===== src/rtl/fir_csd_sequencer.sv =====
// Delay line plus evaluate/capture sequencer for a decimating FIR datapath.
// Define FIR_SEQ_WARMUP_EN to hold off results until the delay line is fully populated.
module fir_csd_tap #(
  parameter int W = 16
) (
  input  logic         i_clk,
  input  logic         i_rst,
  input  logic         i_en,
  input  logic [W-1:0] i_d,
  output logic [W-1:0] o_q
);
  logic [W-1:0] tap_q;

  always_ff @(posedge i_clk) begin
    if (i_rst)     tap_q <= '0;
    else if (i_en) tap_q <= i_d;
  end

  assign o_q = tap_q;
endmodule

module fir_csd_sequencer #(
  parameter int I_WIDTH    = 16,
  parameter int ORDER      = 17,
  parameter int O_WIDTH    = 16,
  parameter int DECIMATION = 4
) (
  input  logic                       i_clk,
  input  logic                       i_rst,
  input  logic                       i_valid,
  input  logic [I_WIDTH-1:0]         i_data,
  output logic [I_WIDTH*ORDER-1:0]   o_fir_data,
  output logic                       o_fir_en,
  input  logic [O_WIDTH-1:0]         i_fir_data,
  output logic [O_WIDTH-1:0]         o_data,
  output logic                       o_valid,
  input  logic                       i_ready,
  output logic                       o_overrun
);
  localparam int STAGES = 2;
  localparam int DCW = (DECIMATION > 1) ? $clog2(DECIMATION) : 1;
  localparam logic [DCW-1:0] DEC_LAST = DCW'(DECIMATION - 1);

  // Delay line: every tap shifts on each accepted sample.
  logic [ORDER-1:0][I_WIDTH-1:0] line_q, line_d;

  assign line_d[0] = i_data;
  for (genvar k = 1; k < ORDER; k++) begin : g_link
    assign line_d[k] = line_q[k-1];
  end

  for (genvar k = 0; k < ORDER; k++) begin : g_tap
    fir_csd_tap #(.W(I_WIDTH)) u_tap (
      .i_clk (i_clk),
      .i_rst (i_rst),
      .i_en  (i_valid),
      .i_d   (line_d[k]),
      .o_q   (line_q[k])
    );
  end

  assign o_fir_data = line_q;

  logic           in_fill, fill_trig, run_trig, trig;
  logic [DCW-1:0] dec_q, dec_d;

`ifdef FIR_SEQ_WARMUP_EN
  localparam int FCW = $clog2(ORDER + 1);
  localparam logic [FCW-1:0] FILL_LAST = FCW'(ORDER - 1);
  localparam logic [0:0] S_FILL = 1'b0;
  localparam logic [0:0] S_RUN  = 1'b1;

  logic [0:0]     state_q, state_d;
  logic [FCW-1:0] fill_q, fill_d;

  // The ORDER-th sample completes the line and is itself the first trigger.
  always_comb begin
    state_d   = state_q;
    fill_d    = fill_q;
    fill_trig = 1'b0;
    if (i_valid && state_q == S_FILL) begin
      if (fill_q == FILL_LAST) begin
        fill_trig = 1'b1;
        state_d   = S_RUN;
      end else begin
        fill_d = fill_q + 1'b1;
      end
    end
  end

  always_ff @(posedge i_clk) begin
    if (i_rst) begin
      state_q <= S_FILL;
      fill_q  <= '0;
    end else begin
      state_q <= state_d;
      fill_q  <= fill_d;
    end
  end

  assign in_fill = (state_q == S_FILL);
`else
  assign in_fill   = 1'b0;
  assign fill_trig = 1'b0;
`endif

  always_comb begin
    dec_d    = dec_q;
    run_trig = 1'b0;
    if (i_valid && !in_fill) begin
      if (dec_q == DEC_LAST) begin
        dec_d    = '0;
        run_trig = 1'b1;
      end else begin
        dec_d = dec_q + 1'b1;
      end
    end
    if (fill_trig) dec_d = '0;
  end

  assign trig = fill_trig | run_trig;

  // Token per evaluation: stage 1 is the datapath strobe, stage 2 the capture slot.
  logic [STAGES:1] vld_pipe_q;
  logic            cap;

  always_ff @(posedge i_clk) begin
    if (i_rst) begin
      dec_q      <= '0;
      vld_pipe_q <= '0;
    end else begin
      dec_q      <= dec_d;
      vld_pipe_q <= {vld_pipe_q[STAGES-1:1], trig};
    end
  end

  assign o_fir_en = vld_pipe_q[1];
  assign cap      = vld_pipe_q[STAGES];

  logic [O_WIDTH-1:0] data_q, data_d;
  logic               valid_q, valid_d;
  logic               ovr_q, ovr_d;

  always_comb begin
    data_d  = data_q;
    valid_d = valid_q;
    ovr_d   = ovr_q;
    if (cap) begin
      data_d  = i_fir_data;
      valid_d = 1'b1;
      if (valid_q && !i_ready) ovr_d = 1'b1;
    end else if (valid_q && i_ready) begin
      valid_d = 1'b0;
    end
  end

  always_ff @(posedge i_clk) begin
    if (i_rst) begin
      data_q  <= '0;
      valid_q <= 1'b0;
      ovr_q   <= 1'b0;
    end else begin
      data_q  <= data_d;
      valid_q <= valid_d;
      ovr_q   <= ovr_d;
    end
  end

  assign o_data    = data_q;
  assign o_valid   = valid_q;
  assign o_overrun = ovr_q;
endmodule


===== config.mk =====
export PLATFORM = sky130hd
export DESIGN_NAME = fir_csd_sequencer
export DESIGN_NICKNAME = d
export VERILOG_FILES = /design/src/rtl/fir_csd_sequencer.sv
export SDC_FILE = /design/constraint.sdc
export NUM_CORES = 1
export LEC_CHECK = 0
export CAP_MARGIN = 20
export CORE_MARGIN = 2
export CORE_UTILIZATION = 45
export CTS_BUF_LIST = sky130_fd_sc_hd__clkbuf_8
export DETAILED_ROUTE_END_ITERATION = 12
export DONT_BUFFER_PORTS = 1
export GPL_TIMING_DRIVEN = 0
export PLACE_DENSITY = 0.61
export SLEW_MARGIN = 20
export SYNTH_ARGS = -nofsm -noshare
export SYNTH_HDL_FRONTEND = slang
export SYNTH_SLANG_ARGS = --single-unit
export TNS_END_PERCENT = 100

===== constraint.sdc =====
create_clock -name i_clk -period 2.75 [get_ports i_clk]
set_clock_uncertainty 0.05 [all_clocks]
set_input_delay 0.4125 -clock i_clk [delete_from_list [all_inputs] [get_ports i_clk]]
set_output_delay 0.4125 -clock i_clk [all_outputs]
set_load 0.05 [all_outputs]

# --- After elaboration in Yosys (flattened, before gate mapping) ---
# Cells that the tools add are included.
classes:
  n_addsub: 1
  n_eq_ne: 1
  muxes: 4
  bitwise_logic: 1
  reduce_logical: 6
ops:
  columns: ["cell", "n"]
  rows:
  - ["1-bit 2-to-1 mux", 3]
  - ["2-bit by 1-bit adder with 2-bit output (second input constant)", 1]
  - ["2-bit == test (second input constant)", 1]
  - ["1-bit logical AND", 2]
  - ["2-bit 2-to-1 mux", 1]
  - ["2-bit AND reduction", 1]
  - ["2-bit nonzero test", 1]
  - ["2-bit OR reduction", 1]
  - ["1-bit zero test", 1]
  - ["1-bit NOT", 1]
word_totals:
  regBits: 294

# --- Depth between registers and ports, before layout ---
logic_depth:
  ltp_word: 3
  mapped_depth: 5
  depth_no_buf: 3

# --- Cells and area by module ---
# Synthesis repeated with hierarchy kept, for this count alone.
unflattened:
  cells_unflattened: 955
  hier_area_um2: 10655.2
modules_own_cells:
  columns: ["module", "n_inst", "cells_per_inst", "area_each_um2", "seq_area_each_um2"]
  rows:
  - ["fir_csd_tap", 17, 52, 580.6, 320.3]
  - ["fir_csd_sequencer", 1, 71, 785.8, 440.4]

# --- Worst setup path after synthesis ---
# No wires, ideal clock.
synth_timing:
  path_type: "input-to-reg"
  start: "input port i_valid"
  end: "register g_tap[12].u_tap.tap_q[0]"
  setup_ns: 0.128
  arrival_time_ns: 1.088
  required_ns: 2.572
  path_slack_ns: 1.485
  cell_stages: 5
  path_buffers: 3
  path_cell_list: "buf_4 -> buf_12 -> buf_12 -> mux2i_1 -> nor2_1"
synth_rtl:
  columns: ["item", "line", "source"]
  rows:
  - ["start: declaration", "30", "input logic i_valid,"]
  - ["end signal: assignment", "16", "else if (i_en) tap_q <= i_d;"]
  - ["end: declaration", "12", "logic [W-1:0] tap_q;"]

# --- Worst setup path after layout ---
layout_timing:
  start: "register g_tap[9].u_tap.tap_q[14]"
  end: "output port o_fir_data[158]"
layout_rtl:
  columns: ["item", "line", "source"]
  rows:
  - ["start: declaration", "12", null]
  - ["start signal: assignment", "16", null]
  - ["end: declaration", "32", "output logic [I_WIDTH*ORDER-1:0] o_fir_data,"]
# No word-level cell between the ends.

==> reports/results.txt <==
Status = finished, final reports clean
Maximum VDD drop = 0.494 mV
Die H = 158 um
Largest net degree at the start of global routing = 13
Max FO, Critical Path = 3
Layout cell share with drive strength beyond 1 = 10.6%
Leakage power = 5.48 nW
Vias in the first global route = 6601
Worst Hold Class = primary input to register
Setup_tns = 0 ns
Hpwl dp = 19.1 mm
Tmin final = 1.75 ns
Post-CTS Hold Buffers = 32
Syn_area_per_cell = 11.2 um^2
ANT cells = 0
Remaining antenna violation count = 0
Setup Viol. Count Final = 0
Fin. max-slew vios = 0
CP Capture Type = output pin
Port bufs = 0
Clock latency on the worst-skew pair = 0.55 ns
WL final = 26.4 mm
CTS root buffer = clkbuf_8
CP Depth = 0
Layout Area Growth over Synthesis = 15.6%
Via-to-Cell Ratio = 4.92
Sink Count = 294
F_max = 0.573 GHz
Pre-CTS setup slack = 1.06 ns
Yosys warning total = 0
Power Dens Cells = 692 mW/mm^2
Mapped cell area = 0.0106 mm^2
Gpl congestion = 0.808
Setup ws final = 1.00 ns
Post CTS Setup Buffer Count = 0
Worst-Margin Slew = 0.671 ns
Die ar. = 0.0249 mm^2
# resized after CTS = 0
Hold path cells = 2
# rows = 56
I/O pin count = 327
FF-to-FF path depth = 4
Synth Register Bits = 294
First-pass GRT wire length = 39.4 mm
Max transition margin = 55.2%
Crit share post-route = 63.5%
Initial core utilization = 45.6%
Total number of vias = 6804
Final Hold Viols = 0
Sequential fraction of the synthesis area = 55.3%
CTS buffer count = 47
Clock Path Buffers = 3
Req. time, crit path = 2.29 ns
Arrival time at the worst endpoint = 1.28 ns
Clock-pin slew of the registers on the worst-case setup and hold paths = 0.06 ns
Total gr overflow = 0
DR iter-0 viols = 310
Drt wl/cell = 19.1 um
Residual DRC count = 0
Critical path type = register to output pin
Gr usage total = 20.2%
CTS tree = built
Post-Synthesis Cells = 949
Initial antenna violation count = 0
Placeable Area = 0.0233 mm^2
Die W = 158 um
RSZ-0062 raised after global routing = no
Number of nets in the layout = 1067
Maxcap violations = 0
Syn_nets = 986
First-pass DRT Iterations = 4
Clock H-tree levels = 2
Netlist cell types = 17
Startpoint types = register
per-stage QoR:
step / util (%) / cells / hold WS, ns / power [mW] / cell area, um^2
floorplan: - / 949 / 0.408 / 4.84 / 10600
global placement: 47.3 / 1268 / 0.423 / 4.93 / 11000
detailed placement: 47.3 / 1268 / 0.432 / 4.93 / 11000
CTS: 52.7 / 1384 / 0.00431 / 8.61 / 12300
global route: 52.7 / 1384 / 0.0295 / 8.84 / 12300
finish: 52.7 / 1384 / 0.0400 / 8.51 / 12300
synth_stat cells:
cell type | instances | area, um^2
dfxtp_1 | 294 | 5890
mux2i_1 | 289 | 2890
nor2_1 | 289 | 1080
buf_12 | 22 | 440
clkbuf_1 | 17 | 63.8
buf_2 | 15 | 75.1
buf_4 | 6 | 45.0
buf_6 | 5 | 56.3
nand2b_1 | 3 | 18.8
a21oi_1 | 2 | 10.0
and3b_1 | 1 | 8.76
buf_8 | 1 | 15.0
ha_1 | 1 | 12.5
inv_1 | 1 | 3.75
nor2b_1 | 1 | 6.26
o31ai_1 | 1 | 7.51
or3b_1 | 1 | 8.76
kinds of logic after synthesis:
logic type | share of synthesized area (%)
muxes | 27.2
and+or+nand+nor | 10.6
adders and majority gates | 0.118
buffers and inverters | 6.58
AOI/OAI and AO/OA | 0.165
DFF | 55.3
per-layer routing:
layer  vias to the layer above  track usage (%)  routed length (um)
li1                       3338                -                   -
met1                      3152             23.1               10300
met2                       264             32.4               12100
met3                        50             11.1                3490
met4                         0             6.32                 528
met5                         -                0                   0
cells in the final DEF (no fill, tap or decap), drive strengths merged, types with 2 or more instances in the layout:
master / instances
a21oi: 2
buf: 49
clkbuf: 75
clkinv: 3
dfxtp: 294
dlygate4sd3: 32
inv: 22
mux2i: 289
nand2b: 3
nor2: 289
registers in the layout, indices dropped and copies added (netlist names):
signal and count:
g_tap.u_tap.o_q 272, o_data 16, dec_q 2, vld_pipe_q 2
o_overrun 1, o_valid 1
final timing paths:
check,slack [ns],end,from
max,1.00,o_fir_data[158],g_tap[9].u_tap.o_q[14]$_SDFFE_PP0P_
min,0.04,o_overrun$_SDFFE_PP0P_,i_ready
max reg2reg,1.59,o_data[14]$_SDFFE_PP0P_,vld_pipe_q[2]$_SDFF_PP0_
min reg2reg,0.43,dec_q[0]$_SDFFE_PP0P_,dec_q[0]$_SDFFE_PP0P_
layout make-up:
class / instances / area, um^2
clock buffer: 58 / 798
sequential: 294 / 5890
buffer: 66 / 696
clock inverter: 26 / 136
inverter: 1 / 3.75
multi-input combinational: 588 / 4050
tap: 319 / 399
timing repair buffer: 32 / 320
fill: 2118 / 11000
power breakdown:
group	switching (mW)	leakage [nW]	internal (mW)
combinational	0.224	2.55	0.214
clock	1.65	0.554	1.99
sequential	0.135	2.37	4.29
total	2.01	5.48	6.50
Note: power is estimated with default switching activity, not from simulation.
